File: config.mk
export PLATFORM = sky130hd
export DESIGN_NAME = sram_controller
export DESIGN_NICKNAME = d
export VERILOG_FILES = /design/src/rtl/sram_controller_pkg.sv /design/src/rtl/sram_wait_counter.sv /design/src/rtl/sram_controller.sv
export SDC_FILE = /design/constraint.sdc
export NUM_CORES = 1
export LEC_CHECK = 0
export ABC_AREA = 1
export CORE_MARGIN = 3
export CORE_UTILIZATION = 40
export CTS_CLUSTER_DIAMETER = 80
export DETAILED_ROUTE_END_ITERATION = 6
export GPL_TIMING_DRIVEN = 0
export HOLD_SLACK_MARGIN = 0.03
export PLACE_DENSITY = 0.71
export SLEW_MARGIN = 40
export SYNTH_ARGS = -nofsm -noshare
export SYNTH_HDL_FRONTEND = slang
export SYNTH_HIERARCHICAL = 1
export SYNTH_SLANG_ARGS = --single-unit
File: constraint.sdc
create_clock -name clk -period 5.31 [get_ports clk]
set_clock_uncertainty 0.2 [all_clocks]
set_input_delay 0.531 -clock clk [delete_from_list [all_inputs] [get_ports clk]]
set_output_delay 0.531 -clock clk [all_outputs]
set_load 0.05 [all_outputs]
File: src/rtl/sram_controller_pkg.sv
`default_nettype none
// sram_controller_pkg: state encoding, address map and SRAM bus widths.
// Revision: 1.0
package sram_controller_pkg;

   localparam int          SRAM_ADDR_W    = 18;
   localparam int          SRAM_DATA_W    = 16;
   localparam int          WORD_IDX_W     = SRAM_ADDR_W - 1;
   localparam logic [31:0] DATA_BASE_ADDR = 32'd1024;

   typedef enum logic [1:0] {
      ST_IDLE = 2'd0,
      ST_LOW  = 2'd1,
      ST_HIGH = 2'd2,
      ST_DONE = 2'd3
   } state_e;

   // Out-of-range addresses wrap modulo the SRAM word count.
   function automatic logic [WORD_IDX_W-1:0] word_index(input logic [31:0] addr);
      return WORD_IDX_W'((addr - DATA_BASE_ADDR) >> 2);
   endfunction

endpackage
`default_nettype wire

File: src/rtl/sram_wait_counter.sv
`default_nettype none
// sram_wait_counter: counts WAIT_CYCLES cycles per half-access, wraps on terminal count.
// Revision: 1.0
module sram_wait_counter #(
   parameter int WAIT_CYCLES = 3
) (
   input  logic clk,
   input  logic rst,
   input  logic clear_i,
   input  logic enable_i,
   output logic tc_o
);

   localparam int               CNT_W = (WAIT_CYCLES > 1) ? $clog2(WAIT_CYCLES) : 1;
   localparam logic [CNT_W-1:0] LAST  = CNT_W'(WAIT_CYCLES - 1);

   logic [CNT_W-1:0] count_q, count_d;

   generate
      if (WAIT_CYCLES < 1) begin : g_param_check
         $error("WAIT_CYCLES must be at least 1");
      end
   endgenerate

   assign tc_o = (count_q == LAST);

   always_comb begin
      count_d = count_q;
      if (clear_i) begin
         count_d = '0;
      end else if (enable_i) begin
         count_d = tc_o ? '0 : count_q + CNT_W'(1);
      end
   end

   always_ff @(posedge clk or negedge rst) begin
      if (!rst) begin
         count_q <= '0;
      end else begin
         count_q <= count_d;
      end
   end

endmodule
`default_nettype wire

File: src/rtl/sram_controller.sv
`default_nettype none
// sram_controller: maps 32-bit MEM-stage loads/stores onto two 16-bit SRAM half-accesses.
// Revision: 1.0
module sram_controller
   import sram_controller_pkg::*;
#(
   parameter int WAIT_CYCLES = 3
) (
   input  logic                   clk,
   input  logic                   rst,
   input  logic                   rd_en,
   input  logic                   wr_en,
   input  logic [31:0]            address,
   input  logic [31:0]            write_data,
   output logic [31:0]            read_data,
   output logic                   ready,
   output logic [SRAM_ADDR_W-1:0] sram_addr,
   input  logic [SRAM_DATA_W-1:0] sram_dq_in,
   output logic [SRAM_DATA_W-1:0] sram_dq_out,
   output logic                   sram_dq_oe,
   output logic                   sram_we_n
);

   state_e                 state_q, state_d;
   logic                   is_write_q, is_write_d;
   logic [WORD_IDX_W-1:0]  word_q, word_d;
   logic [31:0]            wdata_q, wdata_d;
   logic [31:0]            rbuf_q, rbuf_d;
   logic [31:0]            rdata_q, rdata_d;
   logic [SRAM_ADDR_W-1:0] addr_q, addr_d;
   logic [SRAM_DATA_W-1:0] dq_q, dq_d;
   logic                   oe_q, oe_d;
   logic                   we_n_q, we_n_d;
   logic                   accept, in_access, tc;

   assign accept    = (state_q == ST_IDLE) && (rd_en || wr_en);
   assign in_access = (state_q == ST_LOW) || (state_q == ST_HIGH);

   sram_wait_counter #(
      .WAIT_CYCLES (WAIT_CYCLES)
   ) u_wait (
      .clk      (clk),
      .rst      (rst),
      .clear_i  (accept),
      .enable_i (in_access),
      .tc_o     (tc)
   );

   always_comb begin
      state_d    = state_q;
      is_write_d = is_write_q;
      word_d     = word_q;
      wdata_d    = wdata_q;
      rbuf_d     = rbuf_q;
      rdata_d    = rdata_q;
      unique case (state_q)
         ST_IDLE: begin
            if (accept) begin
               state_d    = ST_LOW;
               is_write_d = wr_en;
               word_d     = word_index(address);
               wdata_d    = write_data;
            end
         end
         ST_LOW: begin
            if (tc) begin
               state_d = ST_HIGH;
               if (!is_write_q) rbuf_d[15:0] = sram_dq_in;
            end
         end
         ST_HIGH: begin
            if (tc) begin
               state_d = ST_DONE;
               if (!is_write_q) rbuf_d[31:16] = sram_dq_in;
            end
         end
         default: begin
            state_d = ST_IDLE;
            if (!is_write_q) rdata_d = rbuf_q;
         end
      endcase

      // Bus outputs are registered from the next state so they are valid throughout LOW/HIGH.
      addr_d = addr_q;
      dq_d   = dq_q;
      oe_d   = 1'b0;
      we_n_d = 1'b1;
      if (state_d == ST_LOW) begin
         addr_d = {word_d, 1'b0};
         dq_d   = wdata_d[15:0];
         oe_d   = is_write_d;
         we_n_d = !is_write_d;
      end else if (state_d == ST_HIGH) begin
         addr_d = {word_d, 1'b1};
         dq_d   = wdata_d[31:16];
         oe_d   = is_write_d;
         we_n_d = !is_write_d;
      end
   end

   always_ff @(posedge clk or negedge rst) begin
      if (!rst) begin
         state_q    <= ST_IDLE;
         is_write_q <= 1'b0;
         word_q     <= '0;
         wdata_q    <= '0;
         rbuf_q     <= '0;
         rdata_q    <= '0;
         addr_q     <= '0;
         dq_q       <= '0;
         oe_q       <= 1'b0;
         we_n_q     <= 1'b1;
      end else begin
         state_q    <= state_d;
         is_write_q <= is_write_d;
         word_q     <= word_d;
         wdata_q    <= wdata_d;
         rbuf_q     <= rbuf_d;
         rdata_q    <= rdata_d;
         addr_q     <= addr_d;
         dq_q       <= dq_d;
         oe_q       <= oe_d;
         we_n_q     <= we_n_d;
      end
   end

   assign read_data   = (state_q == ST_DONE && !is_write_q) ? rbuf_q : rdata_q;
   assign ready       = (state_q == ST_DONE) || ((state_q == ST_IDLE) && !rd_en && !wr_en);
   assign sram_addr   = addr_q;
   assign sram_dq_out = dq_q;
   assign sram_dq_oe  = oe_q;
   assign sram_we_n   = we_n_q;

endmodule
`default_nettype wire
After elaboration in Yosys (flattened, before gate mapping)
Cells that the tools add are included.
W data, S select, Z words.
- flip-flop bits (word level): 154
- bits in latches: 0
- memory bits (writable): 0
- ROM bits: 0
- output and inout bits: 69
- logic and storage cells: 62
- memories kept: 0
- add/subtract/negate cells: 2
- multipliers: 0
- div/mod/pow operators: 0
- magnitude comparators: 0
- equal/unequal tests: 6
- shift operators: 0
- multiplexer cells: 22
- bitwise operators: 2
- reductions and logical operators: 18
- operator list (operator ; number):
    $mux W32 ; 3
    $mux W18 ; 2
    $mux W17 ; 2
    $mux W16 ; 2
    $sub A19 B11 Y19 const B ; 1
    $mux W2 ; 6
    $eq A2 B2 Y1 const B ; 4
    $mux W1 ; 6
    $pmux W2 S3 ; 1
    $reduce_and A3 Y1 ; 2
    $eq A2 B1 Y1 const B ; 2
    $logic_and A1 B1 Y1 ; 4
    $logic_not A1 Y1 ; 4
    $reduce_bool A2 Y1 ; 2
    $logic_or A1 B1 Y1 ; 3
    $reduce_or A3 Y1 ; 1
    $add A2 B1 Y2 const B ; 1
    $logic_not A2 Y1 ; 1
    $not A1 Y1 ; 2
    $reduce_and A2 Y1 ; 1

Longest topological paths before layout
Gate-level depths: netlist of the first run.
- depth in word-level cells: 7
- depth in mapped cells: 16

Modules after synthesis
The synthesis of the first run kept the hierarchy.
- modules (own cells, without submodules) (module ; instances ; cells each ; area each (sq um) ; seq. area each (sq um)):
    sram_controller ; 1 ; 763 ; 6448.7 ; 3804.9
    sram_wait_counter ; 1 ; 13 ; 96.3 ; 50.0

Least setup slack after synthesis of the first run
No wires, ideal clock.
- path kind: flip-flop to output port
- start point: reg state_q[0]
- end point: out read_data[0]
- arrival: 2056 ps
- data required time: 4579 ps
- path slack: 2523 ps
- stages on the path, launching flop included: 5
- cells stage by stage: dfrtp_1 -> ha_1 -> nand2_1 -> clkbuf_1 -> o21ai_0
- cells in the longest elaborated chain, start to end: 3
- ends and longest elaborated chain (what ; RTL line ; source):
    start, declared ; sram_controller.sv:24 ; state_e state_q, state_d;
    start signal, assigned ; sram_controller.sv:114 ; state_q <= state_d;
    $eq A2 B2 Y1 ; sram_controller.sv:127 ; assign read_data = (state_q == ST_DONE && !is_write_q) ? rbuf_q : rdata_q;
    $logic_and A1 B1 Y1 ; sram_controller.sv:127 ;
    $mux W32 ; sram_controller.sv:127 ;
    end, declared ; sram_controller.sv:15 ; output logic [31:0] read_data,
No other way between the ends.

Worst setup path in the final report of the first run
- start point: reg state_q[0]
- end point: out read_data[15]
Same word-level chain as after synthesis.

==> results.sh, run 1 <==
export IMPL_nets=1027
export IMPL_first_iter_violations=300
export IMPL_vias_per_cell=4.70
export IMPL_worstPathCellList="ha_1 -> nand2_1 -> clkbuf_1 -> nand2_1 -> o21ai_0 -> clkdlybuf4s50_1"
export IMPL_maxCapViolCount=0
export IMPL_crit_family="buffers and inverters"
export IMPL_die_area_mm2=0.0179
export IMPL_slowest_stage="clkdlybuf4s50_1"
export IMPL_wl_per_cell_um=14.0
export IMPL_hold_viol_final=0
export IMPL_path_buf_inv=2
export IMPL_die_x_um=134
export IMPL_period_share=0.691
export IMPL_setup_worst_path_class="reg -> out"
export IMPL_port_buffers=137
export IMPL_multi_input_area_mm2=0.00221
export IMPL_mostFrequentLayoutCells="nand2_1 (302), dfrtp_1 (153), clkdlybuf4s50_1 (136)"
export IMPL_coreArea_mm2=0.0159
export IMPL_hpwl_um=11600
export IMPL_max_slew_worst_pin_slew_ps=577
export IMPL_grt_use_total=0.188
export IMPL_grt_pass1_vias=5574
export IMPL_power_density_mw_per_mm2=741
export IMPL_postRouteWirelength_um=16300
export IMPL_syn_area_mm2=0.00655
export IMPL_first_pass_iters=5
export IMPL_htreeDepth=4
export IMPL_power_leakage_nw=4.51
export IMPL_fillers=1467
export IMPL_cts_sinks=154
export IMPL_synth_edf_count=0
export IMPL_die_height_um=134
export IMPL_drive_gt1_frac=0.0591
export IMPL_yosysUniqueCellTypes=21
export IMPL_pin_count=153
export IMPL_cp_common_cell="nand2_1"
export IMPL_areaGrowthSynthToFinish_pct=34.6
export IMPL_seq_area_mm2=0.00385
export IMPL_cts_buffers=17
export IMPL_cts_root_buf="clkbuf_16"
export IMPL_path_max_fanout=10
export IMPL_clock_latency_ps=420
export IMPL_status="completed"
export IMPL_met3_usage=0.0525
export IMPL_cts_tree="built"
export IMPL_setup_tns_ps=0
export IMPL_synth_seq_cells=154
export IMPL_ant_nets=0
export IMPL_cp_end_kind="output pin"
export IMPL_synth_warnings=6
export IMPL_worstHoldPathType="reg -> reg"
export IMPL_routabilityCongestion=0.841
export IMPL_clock_path_buffers=2
export IMPL_whs_ps=270
export IMPL_use_met1=0.245
export IMPL_drc=0
export IMPL_max_vdd_ir_drop_mv=0.463
export IMPL_grt_pass1_wl_um=27100
export IMPL_rsz0062_at_grt="false"
export IMPL_antenna_cells=0
export IMPL_max_stage_delay_ps=850
export IMPL_async_flop_share=1.00
export IMPL_cts_setup_buffers=0
export IMPL_synth_nets=868
export IMPL_required_ps=4580
export IMPL_vias=5466
export IMPL_cp_arrival_ps=2940
export IMPL_slew_headroom=0.614
export IMPL_max_freq_mhz=273
export IMPL_crit_path_start_kind="flop"
export IMPL_start_util=0.411
export IMPL_post_synth_cell_area_avg_um2=8.43
export IMPL_grt_max_degree=76
export IMPL_slew_viol_final=0
export IMPL_ys_seq_area_frac=0.589
export IMPL_yosys_most_used_dff="dfrtp_1"
export IMPL_row_count=46
export IMPL_busiest_layer="met2"
export IMPL_overflow=0
export IMPL_fin_crit_ps=3670
export IMPL_met2_usage=0.306
export IMPL_netlist_instances=776
export IMPL_antenna_found_initial=0
export IMPL_layout_commonest_cell="nand2_1"
export IMPL_finalSetupViolations=0
export IMPL_clk_pin_slew_ps=60
-- report_power, final --
part	switching [mW]	internal, mW	total [mW]
logic	2.32	1.09	3.42
clock network	0.477	0.648	1.13
registers	0.241	1.75	1.99
total	3.04	3.49	6.53
-- worst min-delay path: stages (launching register included) --
cell	delay [ps]
dfrtp_1	320
nand2_1	50
nand2_1	60
-- per-layer routing --
| layer | vias up | part of all wire | routed length, µm |
|---|---|---|---|
| li1 | 2740 | - | - |
| met1 | 2557 | 0.45 | 7290 |
| met2 | 148 | 0.47 | 7670 |
| met3 | 21 | 0.068 | 1100 |
| met4 | 0 | 0.016 | 261 |
| met5 | - | 0 | 0 |
-- cells by family (layout without fill, tap and decap cells) --
family          after synthesis  after routing  share of synthesized area
compound gates              127            127                      0.102
fa+ha+maj                     8              8                     0.0153
buf+inv                     119            291                     0.0730
flops                       154            154                      0.589
simple gates                368            368                      0.221
-- final timing paths --
path / start / to / slack, ps / cells past startpoint
min: wdata_q[14] / wdata_q[14] / 270 / 2
min in group asynchronous: rst / rdata_q[18] / 310 / 2
max in group asynchronous: rst / sram_we_n / 4030 / 3
max: state_q[0] / read_data[15] / 1640 / 6
min reg2reg: wdata_q[14] / wdata_q[14] / 270 / 2
max reg2reg: state_q[0] / sram_dq_out[6] / 2010 / 14
-- repair_timing --
action                                 CTS  global route
setup endpoints to repair                0             0
resized for setup                        0             0
hold buffers                             1             0
endpoints found under the hold margin  153             0
-- layout make-up --
type | instances | area share
multi-input cells | 503 | 0.251
well taps | 216 | 0.0307
clock inverters | 9 | 0.00710
flip-flops and latches | 154 | 0.438
inverters | 84 | 0.0358
repair buffers | 140 | 0.164
plain buffers | 35 | 0.0185
clock buffers | 23 | 0.0554
-- synth_stat cells (2+ instances only) --
master	number	area, µm²
nand2_1	302	1130
dfrtp_1	153	3830
o21ai_0	109	546
inv_1	82	308
nand3_1	27	135
nor2_1	26	97.6
clkbuf_1	22	82.6
buf_2	10	50.1
a31oi_1	9	56.3
ha_1	8	100
o211ai_1	7	52.6
and2_1	5	31.3
or2_2	5	31.3
buf_6	2	22.5
inv_2	2	7.51
o21ai_1	2	10.0
-- stage by stage --
stage	setup WS, ps	std cells	cell area [µm²]	power, mW	utilization
3_5_place_dp	1720	1131	8250	5.44	0.517
4_1_cts	1620	1164	8810	6.59	0.552
3_3_place_gp	-2740	1129	8190	5.38	0.513
6_report	1640	1164	8810	6.53	0.552
5_1_grt	1450	1164	8810	7.00	0.552
2_1_floorplan	2520	776	6550	4.29	-
-- registers in the layout, indices dropped and copies added, names as in the netlist --
register,count
sram_we_n,1
wdata_q,32
sram_dq_out,16
is_write_q,1
sram_dq_oe,1
sram_addr,18
state_q,2
word_q,17
u_wait/count_q,2
rdata_q,32
rbuf_q,32
No activity file was read; power rests on OpenSTA's default activity.
==> run 2: changes to the inputs <==
--- a/config.mk
+++ b/config.mk
@@ -12,7 +12,7 @@
 export DETAILED_ROUTE_END_ITERATION = 6
 export GPL_TIMING_DRIVEN = 0
 export HOLD_SLACK_MARGIN = 0.03
-export PLACE_DENSITY = 0.71
+export PLACE_DENSITY = 0.74
 export SLEW_MARGIN = 40
 export SYNTH_ARGS = -nofsm -noshare
 export SYNTH_HDL_FRONTEND = slang
==> constraint.sdc (replaced) <==
create_clock -name clk -period 3.1 [get_ports clk]
set_clock_uncertainty 0.2 [all_clocks]
set_input_delay 0.31 -clock clk [delete_from_list [all_inputs] [get_ports clk]]
set_output_delay 0.31 -clock clk [all_outputs]
set_load 0.05 [all_outputs]
==> results.sh, run 2 (synthesized netlist as in run 1, its figures left out) <==
export IMPL_status="completed"
export IMPL_layout_commonest_cell="nand2_1"
export IMPL_routabilityCongestion=0.843
export IMPL_clk_pin_slew_ps=60
export IMPL_grt_max_degree=76
export IMPL_fin_cells=1164
export IMPL_setup_worst_path_class="reg -> out"
export IMPL_die_height_um=134
export IMPL_p_clk_frac=0.202
export IMPL_reg_top3="rbuf_q x32, rdata_q x32, wdata_q x32"
export IMPL_htreeDepth=4
export IMPL_period_share=0.969
export IMPL_worstPathCellList="ha_1 -> nand2_1 -> clkbuf_1 -> o21ai_0 -> dlygate4sd2_1"
export IMPL_vias_per_cell=4.78
export IMPL_overflow=0
export IMPL_ant_nets=0
export IMPL_slew_headroom=0.630
export IMPL_timing_final_ws_setup_ps=95.1
export IMPL_max_stage_delay_ps=580
export IMPL_row_count=46
export IMPL_clock_path_buffers=2
export IMPL_cp_arrival_ps=2490
export IMPL_nets=1027
export IMPL_rr_endpoint="sram_dq_out[6]"
export IMPL_antenna_cells=0
export IMPL_coreArea_mm2=0.0159
export IMPL_finalSetupViolations=0
export IMPL_crit_path_start_kind="flop"
export IMPL_mostFrequentLayoutCells="nand2_1 (301), dfrtp_1 (153), o21ai_0 (109)"
export IMPL_max_slew_worst_pin_slew_ps=553
export IMPL_cts_root_buf="clkbuf_16"
export IMPL_wl_per_cell_um=14.2
export IMPL_seq_power_share=0.298
export IMPL_slowest_stage="dlygate4sd2_1"
export IMPL_power_frac_comb=0.501
export IMPL_dp_cells=1131
export IMPL_power_density_mw_per_mm2=1300
export IMPL_first_pass_iters=5
export IMPL_port_buffers=137
export IMPL_drive_gt1_frac=0.0770
export IMPL_worstHoldPathType="in -> async"
export IMPL_pin_count=153
export IMPL_grt_pass1_vias=5472
export IMPL_total_power_mw=11.5
export IMPL_required_ps=2590
export IMPL_start_util=0.411
export IMPL_max_vdd_ir_drop_mv=0.613
export IMPL_die_area_mm2=0.0179
export IMPL_path_max_fanout=10
export IMPL_r2r_slack_ps=340
export IMPL_maxCapViolCount=0
export IMPL_postRouteWirelength_um=16500
export IMPL_reg2reg_depth=15
export IMPL_finish_utilization=0.556
export IMPL_areaGrowthSynthToFinish_pct=35.4
export IMPL_clock_latency_ps=430
export IMPL_vias=5569
export IMPL_switching_share=0.462
export IMPL_grt_use_total=0.189
export IMPL_cts_tree="built"
export IMPL_slew_viol_final=0
export IMPL_rsz0062_at_grt="false"
export IMPL_cp_end_kind="output pin"
export IMPL_drc=0
export IMPL_max_freq_mhz=333
export IMPL_die_x_um=134
export IMPL_cts_sinks=154
export IMPL_whs_ps=76.5
export IMPL_fin_crit_ps=3000
export IMPL_hpwl_um=11600
export IMPL_intPower_mw=6.18
export IMPL_cts_buffers=17
export IMPL_antenna_found_initial=0
export IMPL_timing_rr_start="state_q[0]"
export IMPL_first_iter_violations=320
export IMPL_p_sw_mw=5.30
export IMPL_grt_pass1_wl_um=27100
export IMPL_power_leakage_nw=4.63
export IMPL_place_ws_ps=-247
export IMPL_hold_viol_final=0
run 2: changes by cell type in the layout (fill, tap and decap cells not counted), sizes merged:
cell | before | now
buf | 16 | 15
bufinv | 0 | 5
clkbuf | 45 | 52
clkdlybuf4s50 | 136 | 104
clkinv | 6 | 2
clkinvlp | 1 | 3
dlygate4sd2 | 0 | 22
inv | 86 | 87
run 2: routing by layer:
layer / track usage / part of all wire
met4: 0.0731 / 0.018
met5: 0 / 0
met2: 0.294 / 0.45
met1: 0.252 / 0.46
met3: 0.0540 / 0.070
run 2: area by class of cell:
class	count	area (µm²)
fillers	1457	7080
clock inverters	13	215
flip-flops and latches	154	3850
clock buffers	19	443
repair buffers	141	1370
inverters	84	318
well taps	216	270
multi-input cells	503	2230
plain buffers	34	165
run 2: worst max-delay path by stage:
stage	from	end	slack (ps)
3_3_place_gp	rst	wdata_q[9]	-4730
6_report	state_q[0]	read_data[0]	100
2_1_floorplan	state_q[0]	sram_dq_out[0]	520
3_5_place_dp	wr_en	sram_dq_out[14]	-250
4_1_cts	state_q[0]	read_data[30]	10
5_1_grt	state_q[0]	read_data[14]	0.7
run 2: timing repair:
item,CTS,global route
resized for setup,37,38
pin swaps,0,1
setup buffers,0,1
hold buffers,1,0
endpoints found under the hold margin,153,0
endpoints found under the setup margin,60,47
run 2: per-stage QoR:
step	TNS, ps	instance area [µm²]
floorplan	0	6550
global placement	-728470	8190
detailed placement	-4730	8250
CTS	0	8880
global route	0	8860
finish	0	8860
run 2: power by group through the flow:
| stage | Sequential [mW] | Combinational [mW] | Clock [mW] |
|---|---|---|---|
| floorplan | 4.13 | 3.22 | 0 |
| global placement | 3.42 | 5.80 | 0 |
| detailed placement | 3.43 | 5.91 | 0 |
| CTS | 3.41 | 5.77 | 2.34 |
| global route | 3.51 | 6.32 | 2.44 |
| finish | 3.42 | 5.75 | 2.31 |
run 2: critical path, delay by kind of cell (launching register included):
family	cells	cell delay, ps
AND/OR/NAND/NOR	1	230
flip-flops	1	430
adder cells (fa/ha/maj)	1	190
buffers and inverters	2	890
AO/OA/AOI/OAI	1	320
